--- config.mk ---
export PLATFORM = sky130hd
export DESIGN_NAME = wormux_arb
export DESIGN_NICKNAME = d
export VERILOG_FILES = /design/src/rtl/wormux_pkg.sv /design/src/rtl/wormux_onehot_or.sv /design/src/rtl/wormux_arb.sv
export SDC_FILE = /design/constraint.sdc
export NUM_CORES = 1
export LEC_CHECK = 0
export CAP_MARGIN = 25
export CELL_PAD_IN_SITES_DETAIL_PLACEMENT = 1
export CELL_PAD_IN_SITES_GLOBAL_PLACEMENT = 2
export CORE_UTILIZATION = 22
export DETAILED_ROUTE_END_ITERATION = 10
export GPL_TIMING_DRIVEN = 0
export HOLD_SLACK_MARGIN = 0.05
export PLACE_DENSITY_LB_ADDON = 0.1
export SLEW_MARGIN = 20
export SYNTH_ARGS = -nofsm -noshare
export SYNTH_HDL_FRONTEND = slang
export SYNTH_SLANG_ARGS = --single-unit
--- constraint.sdc ---
create_clock -name clk -period 5.5 [get_ports clk]
set_input_delay 0.825 -clock clk [delete_from_list [all_inputs] [get_ports clk]]
set_output_delay 0.825 -clock clk [all_outputs]
set_load 0.005 [all_outputs]
--- src/rtl/wormux_pkg.sv ---
// wormux_pkg: shared definitions for the wired-OR word mux arbiter.
// Holds the grant state encodings plus the round-robin pick and
// one-hot-to-index helpers used by wormux_arb.
package wormux_pkg;

    // Widest source count the helper functions can handle.
    localparam int MAX_DEPTH = 64;
    localparam int MAX_IDX_W = 6;

    // Grant state; derived from the en register, never stored separately.
    typedef enum logic {
        ST_IDLE = 1'b0,
        ST_XFER = 1'b1
    } state_t;

    // One-hot pick of the first set request after position ptr, wrapping at depth.
    // The source at ptr itself is considered last, so it only wins when it is alone.
    function automatic logic [MAX_DEPTH-1:0] rr_pick(
        input logic [MAX_DEPTH-1:0] req,
        input int                   depth,
        input int                   ptr
    );
        logic [MAX_DEPTH-1:0] pick;
        logic                 found;
        int                   idx;
        pick  = '0;
        found = 1'b0;
        idx   = 0;
        for (int k = 1; k <= MAX_DEPTH; k++) begin
            if (k <= depth) begin
                idx = ptr + k;
                if (idx >= depth) begin
                    idx = idx - depth;
                end
                if (!found && req[idx[MAX_IDX_W-1:0]]) begin
                    pick[idx[MAX_IDX_W-1:0]] = 1'b1;
                    found                    = 1'b1;
                end
            end
        end
        return pick;
    endfunction

    // Index of the set bit of a one-hot vector (0 for an all-zero vector).
    function automatic int onehot_idx(input logic [MAX_DEPTH-1:0] oh);
        int idx;
        idx = 0;
        for (int i = 0; i < MAX_DEPTH; i++) begin
            if (oh[i]) begin
                idx = idx | i;
            end
        end
        return idx;
    endfunction

endpackage

--- src/rtl/wormux_onehot_or.sv ---
// wormux_onehot_or: WIDTH x DEPTH wired-OR word mux.
// Each slice is gated by its enable bit before the OR, so slices whose
// enable is low never reach the output; en == 0 yields an all-zero word.
module wormux_onehot_or
    import wormux_pkg::*;
#(
    parameter int WIDTH = 32,
    parameter int DEPTH = 10
) (
    input  logic [DEPTH-1:0]       en,
    input  logic [WIDTH*DEPTH-1:0] mux_in,
    output logic [WIDTH-1:0]       out_data
);

    // AND-gate every slice with its enable and OR the results together.
    always_comb begin
        out_data = '0;
        for (int i = 0; i < DEPTH; i++) begin
            out_data = out_data | (mux_in[WIDTH*i +: WIDTH] & {WIDTH{en[i]}});
        end
    end

endmodule

--- src/rtl/wormux_arb.sv ---
// wormux_arb: round-robin arbiter driving a one-hot enable onto a wired-OR
// word mux, with a valid/ready output handshake and per-source ack pulses.
// Optional feature macro: WORMUX_ARB_LOCK_EN adds the lock port and a burst
// counter that lets a locked source keep the grant for up to MAX_BURST words.
module wormux_arb
    import wormux_pkg::*;
#(
    parameter int WIDTH     = 32,
    parameter int DEPTH     = 10,
    parameter int MAX_BURST = 4
) (
    input  logic                   clk,
    input  logic                   resetn,
    input  logic [DEPTH-1:0]       req,
    input  logic [WIDTH*DEPTH-1:0] mux_in,
`ifdef WORMUX_ARB_LOCK_EN
    input  logic [DEPTH-1:0]       lock,
`endif
    output logic [DEPTH-1:0]       ack,
    output logic [DEPTH-1:0]       en,
    output logic                   out_valid,
    input  logic                   out_ready,
    output logic [WIDTH-1:0]       out_data
);

    localparam int PTR_W = (DEPTH > 1) ? $clog2(DEPTH) : 1;

    state_t             state;
    logic [PTR_W-1:0]   ptr;
    logic [PTR_W-1:0]   ptr_nxt;
    logic [DEPTH-1:0]   en_nxt;
    logic [DEPTH-1:0]   pick_from_ptr;
    logic [DEPTH-1:0]   pick_from_g;
    logic [PTR_W-1:0]   g_ptr;
    int                 g;
    logic               granted_req;
    logic               hs;

`ifdef WORMUX_ARB_LOCK_EN
    localparam int CNT_W = $clog2(MAX_BURST + 1);

    logic [CNT_W-1:0]   cnt;
    logic [CNT_W-1:0]   cnt_nxt;
    logic               hold_burst;
`else
    // Burst length only matters when locking is compiled in.
    localparam int unused_max_burst = MAX_BURST;
`endif

    // Grant state, handshake and output decode, all from the registered en.
    always_comb begin
        state       = (|en) ? ST_XFER : ST_IDLE;
        g           = onehot_idx(MAX_DEPTH'(en));
        g_ptr       = PTR_W'(g);
        granted_req = |(en & req);
        out_valid   = granted_req;
        hs          = granted_req && out_ready;
        ack         = hs ? en : '0;
    end

    // Candidate grants: rotate from the stored pointer, or from the current grant.
    always_comb begin
        pick_from_ptr = DEPTH'(rr_pick(MAX_DEPTH'(req), DEPTH, int'(ptr)));
        pick_from_g   = DEPTH'(rr_pick(MAX_DEPTH'(req), DEPTH, g));
    end

`ifdef WORMUX_ARB_LOCK_EN
    // A locked source keeps the grant while its burst has room left.
    always_comb begin
        hold_burst = (|(en & lock)) && ((int'(cnt) + 1) < MAX_BURST);
    end
`endif

    // Next grant, pointer and burst count.
    always_comb begin
        en_nxt  = en;
        ptr_nxt = ptr;
`ifdef WORMUX_ARB_LOCK_EN
        cnt_nxt = cnt;
`endif
        unique case (state)
            ST_IDLE: begin
                if (|req) begin
                    en_nxt = pick_from_ptr;
                end
            end
            ST_XFER: begin
                if (hs) begin
                    ptr_nxt = g_ptr;
`ifdef WORMUX_ARB_LOCK_EN
                    if (hold_burst) begin
                        cnt_nxt = cnt + CNT_W'(1);
                    end else begin
                        cnt_nxt = '0;
                        en_nxt  = pick_from_g;
                    end
`else
                    en_nxt  = pick_from_g;
`endif
                end else if (!granted_req) begin
                    // Granted source withdrew: re-arbitrate as if idle.
                    en_nxt  = pick_from_ptr;
`ifdef WORMUX_ARB_LOCK_EN
                    cnt_nxt = '0;
`endif
                end
            end
            default: begin
                en_nxt = '0;
            end
        endcase
    end

    // Grant, pointer and burst registers; reset drops any pending word.
    always_ff @(posedge clk or negedge resetn) begin
        if (!resetn) begin
            en  <= '0;
            ptr <= PTR_W'(DEPTH - 1);
`ifdef WORMUX_ARB_LOCK_EN
            cnt <= '0;
`endif
        end else begin
            en  <= en_nxt;
            ptr <= ptr_nxt;
`ifdef WORMUX_ARB_LOCK_EN
            cnt <= cnt_nxt;
`endif
        end
    end

    wormux_onehot_or #(
        .WIDTH (WIDTH),
        .DEPTH (DEPTH)
    ) u_or (
        .en       (en),
        .mux_in   (mux_in),
        .out_data (out_data)
    );

endmodule

==> reports/results.tsv, run 1 <==
stage	metric	value	unit
run_status	status	finished, final reports clean	
synthesis	synth_warnings	0	
floorplan	start_util	22.3	%
critical_path	timing.critical_path.max_delay_family	compound AO/OA/AOI/OAI gates	
sta	min_period	5.46	ns
placement	hpwlAfterDp	72.1	mm
clocking	holdBufCountCts	0	
clocking	clk_pin_slew	0.05	ns
global_routing	grt_pass1_wl	124	mm
critical_path	worst_setup_path_start_kind	register	
synthesis	yosysUniqueCellTypes	113	
layout	syn_to_final_growth	54.4	%
placement	port_buffers	383	
clocking	clk_latency	0.24	ns
route	wl_per_cell	33.8	um
synthesis	synth_area_leaders	a22oi_1, ha_1, nand2_1, nor2_1, a21oi_1	
floorplan	die_h	222	um
clocking	cts_inserted_buffers	3	
floorplan	core_area	0.0477	sq mm
placement	place_inst	2580	
hold_path	min_from	ptr[3]$_DFFE_PN1P_	
route	drc_errors	0	
layout	fin_nets	2366	
synthesis	syn_nets	1958	
layout	fillers	5874	
sta	worst_pin_slew	1.13	ns
global_routing	grt.overflow.total	0	
route	drt_iter0_markers	1282	
sta	drv_slew	0	
synthesis	postSynthCellCount	1580	
critical_path	path_buf_inv	5	
global_routing	antenna_found_initial	11	
critical_path	critPathSlowestCell	o21ai_0	
clocking	cts_htree_levels	1	
global_routing	grt.total_usage	34.2	%
critical_path	worstReg2RegStart	en[5]$_DFFE_PN0P_	
sta	fmax	183	MHz
sta	hold_viol_final	0	
route	wl	88.3	mm
synthesis	synth_top_area_share	7.70	%
clocking	root_buffer	clkbuf_16	
route	drt_first_pass_iters	5	
sta	setup-violations-final	0	
run	drv_cap	0	
critical_path	path_class	reg -> reg	
layout	mostFrequentLayoutCell	clkdlybuf4s50_1	
clocking	numClockSinks	14	
synthesis	ys_seq_area_share	3.32	%
layout	final_layout_size_suffix_gt1_share	13.8	%
critical_path	crit_start	en[5]$_DFFE_PN0P_	
synthesis	ys_ff_latch	14	
floorplan	pin_count	386	
critical_path	crit_path_max_fanout	12	
critical_path	worstSetupEndpointType	register	
layout	fin_cells	2614	
critical_path	arrival	5.58	ns
synthesis	synth_ff_type	dfrtp_1	
floorplan	die_area	0.0492	sq mm
critical_path	path_cells	nor4_4 > nand2_4 > clkbuf_2 > buf_4 > ha_4 > buf_12 > clkbuf_2 > or2_2 > mux2i_1 > a21oi_1 > o21ai_0 > a211o_1 > o211ai_1 > buf_4 > or3_1 > a311oi_1 > nor2_1 > a41oi_2	
route	routed_via_density	6.25	
synthesis	yosysTopAreaCell	a22oi_1	
sta	slew-limit-headroom	24.8	%
clocking	cts_tree	built	
synthesis	synth_area_per_cell	6.73	sq um
sta	fin_crit_sh	99.3	%
layout	area.sequential	364	sq um
layout	layout_common_cells	clkdlybuf4s50_1, nand2_1, nor2_1, a22oi_1, a21oi_1	
synthesis	syn-cell-area	0.0106	sq mm
floorplan	row_count	80	
layout	multi_input_area	0.0102	sq mm
global_routing	grt_pass1_vias	16168	
critical_path	slowest_delay	0.55	ns
hold_path	min_path_type	reg -> reg	
route	ant_nets	0	
placement	gp_congestion	0.955	
critical_path	required	5.62	ns
route	dr_total_vias	16332	
floorplan	die_w	222	um
synthesis	synth_async_sr_flop_share	100	%
sta	rsz0062_at_grt	yes	
synthesis	synth_edf_count	0	
sta	worst_clock_skew	0.00296	ns
global_routing	grt_max_degree	17	
clocking	clockBufferDepth	2	
## final timing paths
check	endpoint	slack (ns)	depth (start not counted)
max	en[2]$_DFFE_PN0P_	0.04	18
min	ptr[3]$_DFFE_PN1P_	0.94	2
max reg2reg	en[2]$_DFFE_PN0P_	0.04	18
min reg2reg	ptr[3]$_DFFE_PN1P_	0.94	2
max in group asynchronous	en[1]$_DFFE_PN0P_	3.87	1
min in group asynchronous	ptr[2]$_DFFE_PN0P_	1.06	1
## cell type report
class                           instances  share of cell area, %
Multi-Input combinational cell       1382                   62.3
Timing Repair Buffer                  412                   24.7
Tap cell                              615                   4.69
Buffer                                132                   4.16
Sequential cell                        14                   2.22
Inverter                               43                   1.15
Clock buffer                            4                  0.541
Antenna cell                           12                  0.183
## logic make-up (layout without fill, tap and decap cells)
kind of cell	Yosys count	in the layout	synth area share [%]
flops	14	14	3.32
xor+xnor	16	16	1.64
compound gates	634	634	44.0
fa+ha+maj	45	45	5.44
buf+inv	184	591	6.94
mux	71	71	7.98
simple gates	616	616	30.7
other cells	0	12	0
## synthesized netlist by cell type, drive strengths merged (10+ instances only)
library cell,n
a21oi,79
a311oi,12
mux2,24
o22ai,15
o211ai,23
nor4,25
buf,44
a2111oi,11
inv,39
and2,26
o31ai,17
dfrtp,12
nand2b,21
or4,12
nand4,55
o221ai,12
a211oi,31
nand2,133
a221oi,44
ha,43
a22oi,109
and3,27
nor2,117
o21ai,80
o2111ai,10
nor3,50
nand3,62
o32ai,10
mux2i,39
or2,15
xnor2,15
a22o,39
a31oi,31
nor2b,16
or3,13
a21o,10
clkbuf,97
## routing by layer
metal | up-vias | global-route usage, % | wire, um | share of wire [%]
met2 | 713 | 57.6 | 41500 | 47
met4 | 2 | 8.45 | 2170 | 2.5
met3 | 87 | 4.39 | 5870 | 6.6
li1 | 7189 | - | - | -
met5 | - | 0 | 13 | 0.015
met1 | 8341 | 45.9 | 38800 | 44
## worst reg2reg max path: cells and delay by family (launching register included)
kind	cells	cell delay, ns
AO/OA/AOI/OAI	6	1.63
AND/OR/NAND/NOR	5	1.36
buffers and inverters	5	1.27
flip-flops	1	0.50
multiplexers	1	0.31
adder cells (fa/ha/maj)	1	0.27
## metrics by stage
stage / hold slack [ns] / setup WS [ns] / area (sq um) / util (%) / setup TNS [ns]
finish: 0.939 / 0.0398 / 16400 / 34.4 / 0
global route: 0.973 / -0.0648 / 16400 / 34.4 / -0.145
CTS: 0.951 / 0.00104 / 16000 / 33.5 / 0
detailed placement: 0.956 / -2.80 / 15200 / 31.9 / -24.14
global placement: 0.941 / -2.88 / 15200 / 31.9 / -25.20
floorplan: 0.529 / 0.0611 / 10600 / - / 0
## state kept, by name (all words and copies together) (netlist names)
signal / count
ptr: 4
en: 10
## repair_timing
action,CTS,global route
pin swaps,13,16
setup buffers,16,11
gates resized for setup,144,74
endpoints found under the setup margin,10,10
Power of run 1 is not shown: default switching activity piles up to over one toggle a cycle in this logic, so the estimate is an artifact.
==> run 2: changes to the inputs <==
==> constraint.sdc (replaced) <==
create_clock -name clk -period 5.5 [get_ports clk]
set_input_delay 0.825 -clock clk [delete_from_list [all_inputs] [get_ports clk]]
set_output_delay 0.825 -clock clk [all_outputs]
set_load 0.1 [all_outputs]
==> reports/results.tsv, run 2 (synthesis gave the netlist of run 1 again) <==
stage	metric	value	unit
sta	slew-limit-headroom	26.1	%
placement	port_buffers	383	
layout	mostFrequentLayoutCell	clkdlybuf4s50_1	
route	drt_iter0_markers	1380	
layout	layout_common_cells	clkdlybuf4s50_1, nand2_1, nor2_1, a22oi_1, a21oi_1	
floorplan	row_count	80	
critical_path	crit_path_max_fanout	11	
clocking	clk_latency	0.25	ns
layout	fin_nets	2374	
hold_path	min_path_type	reg -> reg	
route	routed_via_density	6.24	
hold_path	worstHoldEndpoint	ptr[3]$_DFFE_PN1P_	
layout	regMostFlops	en	
route	dr_wl_met2	41.5	mm
global_routing	grt_pass1_vias	16324	
clocking	cts_htree_levels	1	
placement	gp_congestion	0.956	
route	wl_per_cell	33.5	um
clocking	root_buffer	clkbuf_16	
floorplan	die_h	222	um
placement	hpwlAfterDp	71.7	mm
sta	setup-violations-final	0	
sta	finalSetupTns	0	ns
route	drc_errors	0	
critical_path	worstReg2RegStart	ptr[0]$_DFFE_PN1P_	
sta	drv_slew	0	
global_routing	grt.total_usage	34.3	%
route	met3WireLength	5.59	mm
critical_path	path_class	reg -> reg	
sta	fmax	185	MHz
critical_path	r2r_slack	0.09	ns
floorplan	start_util	22.3	%
layout	multi_input_area	0.0101	sq mm
clocking	clockBufferDepth	2	
floorplan	core_area	0.0477	sq mm
sta	finalHoldWorstSlack	0.967	ns
layout	fillers	5851	
route	dr_total_vias	16345	
sta	rsz0062_at_grt	yes	
hold_path	min_from	ptr[3]$_DFFE_PN1P_	
critical_path	worstSetupEndpointType	register	
sta	min_period	5.41	ns
hold_path	hold_depth	2	
floorplan	die_w	222	um
layout	final_layout_size_suffix_gt1_share	14.0	%
clocking	clk_pin_slew	0.06	ns
critical_path	arrival	5.54	ns
layout	reg_top3	en: 10 flops, ptr: 4 flops	
critical_path	r2r_cells	19	
layout	area.sequential	357	sq um
sta	hold_viol_final	0	
sta	worst_pin_slew	1.08	ns
run	drv_cap	0	
global_routing	grt_max_degree	17	
global_routing	antenna_found_initial	11	
floorplan	die_area	0.0492	sq mm
global_routing	grt.overflow.total	0	
sta	fin_crit_sh	98.4	%
route	ant_nets	0	
global_routing	grt_pass1_wl	125	mm
critical_path	required	5.63	ns
run_status	status	finished, final reports clean	
clocking	cts_inserted_buffers	3	
clocking	cts_tree	built	
route	top_layer	met5	
sta	worst_clock_skew	0.000662	ns
route	drt_first_pass_iters	5	
layout	syn_to_final_growth	54.6	%
critical_path	reg2reg_to	en[4]$_DFFE_PN0P_	
critical_path	worst_setup_path_start_kind	register	
route	drt-met1-wl	38.3	mm
route	wl	87.7	mm
clocking	numClockSinks	14	
floorplan	pin_count	386	
layout	largest_reg_flops	10	
[run 2: layer usage]
metal  GRT usage [%]  vias to the layer above
met5               0                        -
met4            8.38                        2
met3            4.00                      101
met2            58.3                      719
met1            45.7                     8331
li1                -                     7192
[run 2: cell type report]
| type | instances | share of cell area, % |
|---|---|---|
| antenna | 10 | 0.152 |
| timing repair buffer | 421 | 25.6 |
| multi-input combinational | 1382 | 61.6 |
| clock buffer | 4 | 0.540 |
| buffer | 131 | 4.04 |
| tap | 615 | 4.68 |
| sequential | 14 | 2.17 |
| inverter | 43 | 1.15 |
[run 2: repair_timing]
item	in CTS	in global routing
pin swaps	13	10
hold buffers	0	0
buffers inserted	18	11
setup endpoints to repair	41	41
resized for setup	184	63
[run 2: how the worst max path moves through the flow]
stage                       startpoint           endpoint  slack, ns
floorplan           ptr[0]$_DFFE_PN1P_  en[1]$_DFFE_PN0P_      -0.03
global placement    ptr[0]$_DFFE_PN1P_  en[4]$_DFFE_PN0P_      -2.48
detailed placement  ptr[0]$_DFFE_PN1P_  en[4]$_DFFE_PN0P_      -2.48
CTS                 ptr[0]$_DFFE_PN1P_  en[4]$_DFFE_PN0P_      -0.04
global route        ptr[0]$_DFFE_PN1P_  en[4]$_DFFE_PN0P_      -0.07
finish              ptr[0]$_DFFE_PN1P_  en[4]$_DFFE_PN0P_       0.09
[run 2: metrics by stage]
step	setup WS, ns	utilization [%]	instance area [sq um]	cells
finish	0.0907	34.4	16400	2620
global route	-0.0746	34.4	16400	2619
CTS	-0.0394	33.7	16100	2600
detailed placement	-2.48	32.3	15400	2586
global placement	-2.48	31.9	15200	2578
floorplan	-0.0277	-	10600	1580
[run 2: worst max-delay path, cell delays in order, from the launching register on]
cell,delay [ns]
dfstp_2,0.63
buf_8,0.18
buf_8,0.18
clkinv_8,0.11
clkbuf_8,0.20
buf_4,0.21
ha_1,0.34
xnor2_2,0.32
inv_1,0.21
ha_2,0.41
nand3_1,0.08
a21oi_1,0.18
a21oi_1,0.06
o32ai_1,0.19
nand4_1,0.25
and3_4,0.30
or4_4,0.62
o311ai_2,0.33
o32ai_1,0.13
a31oi_1,0.31
Power of run 2 is left out for the same reason.
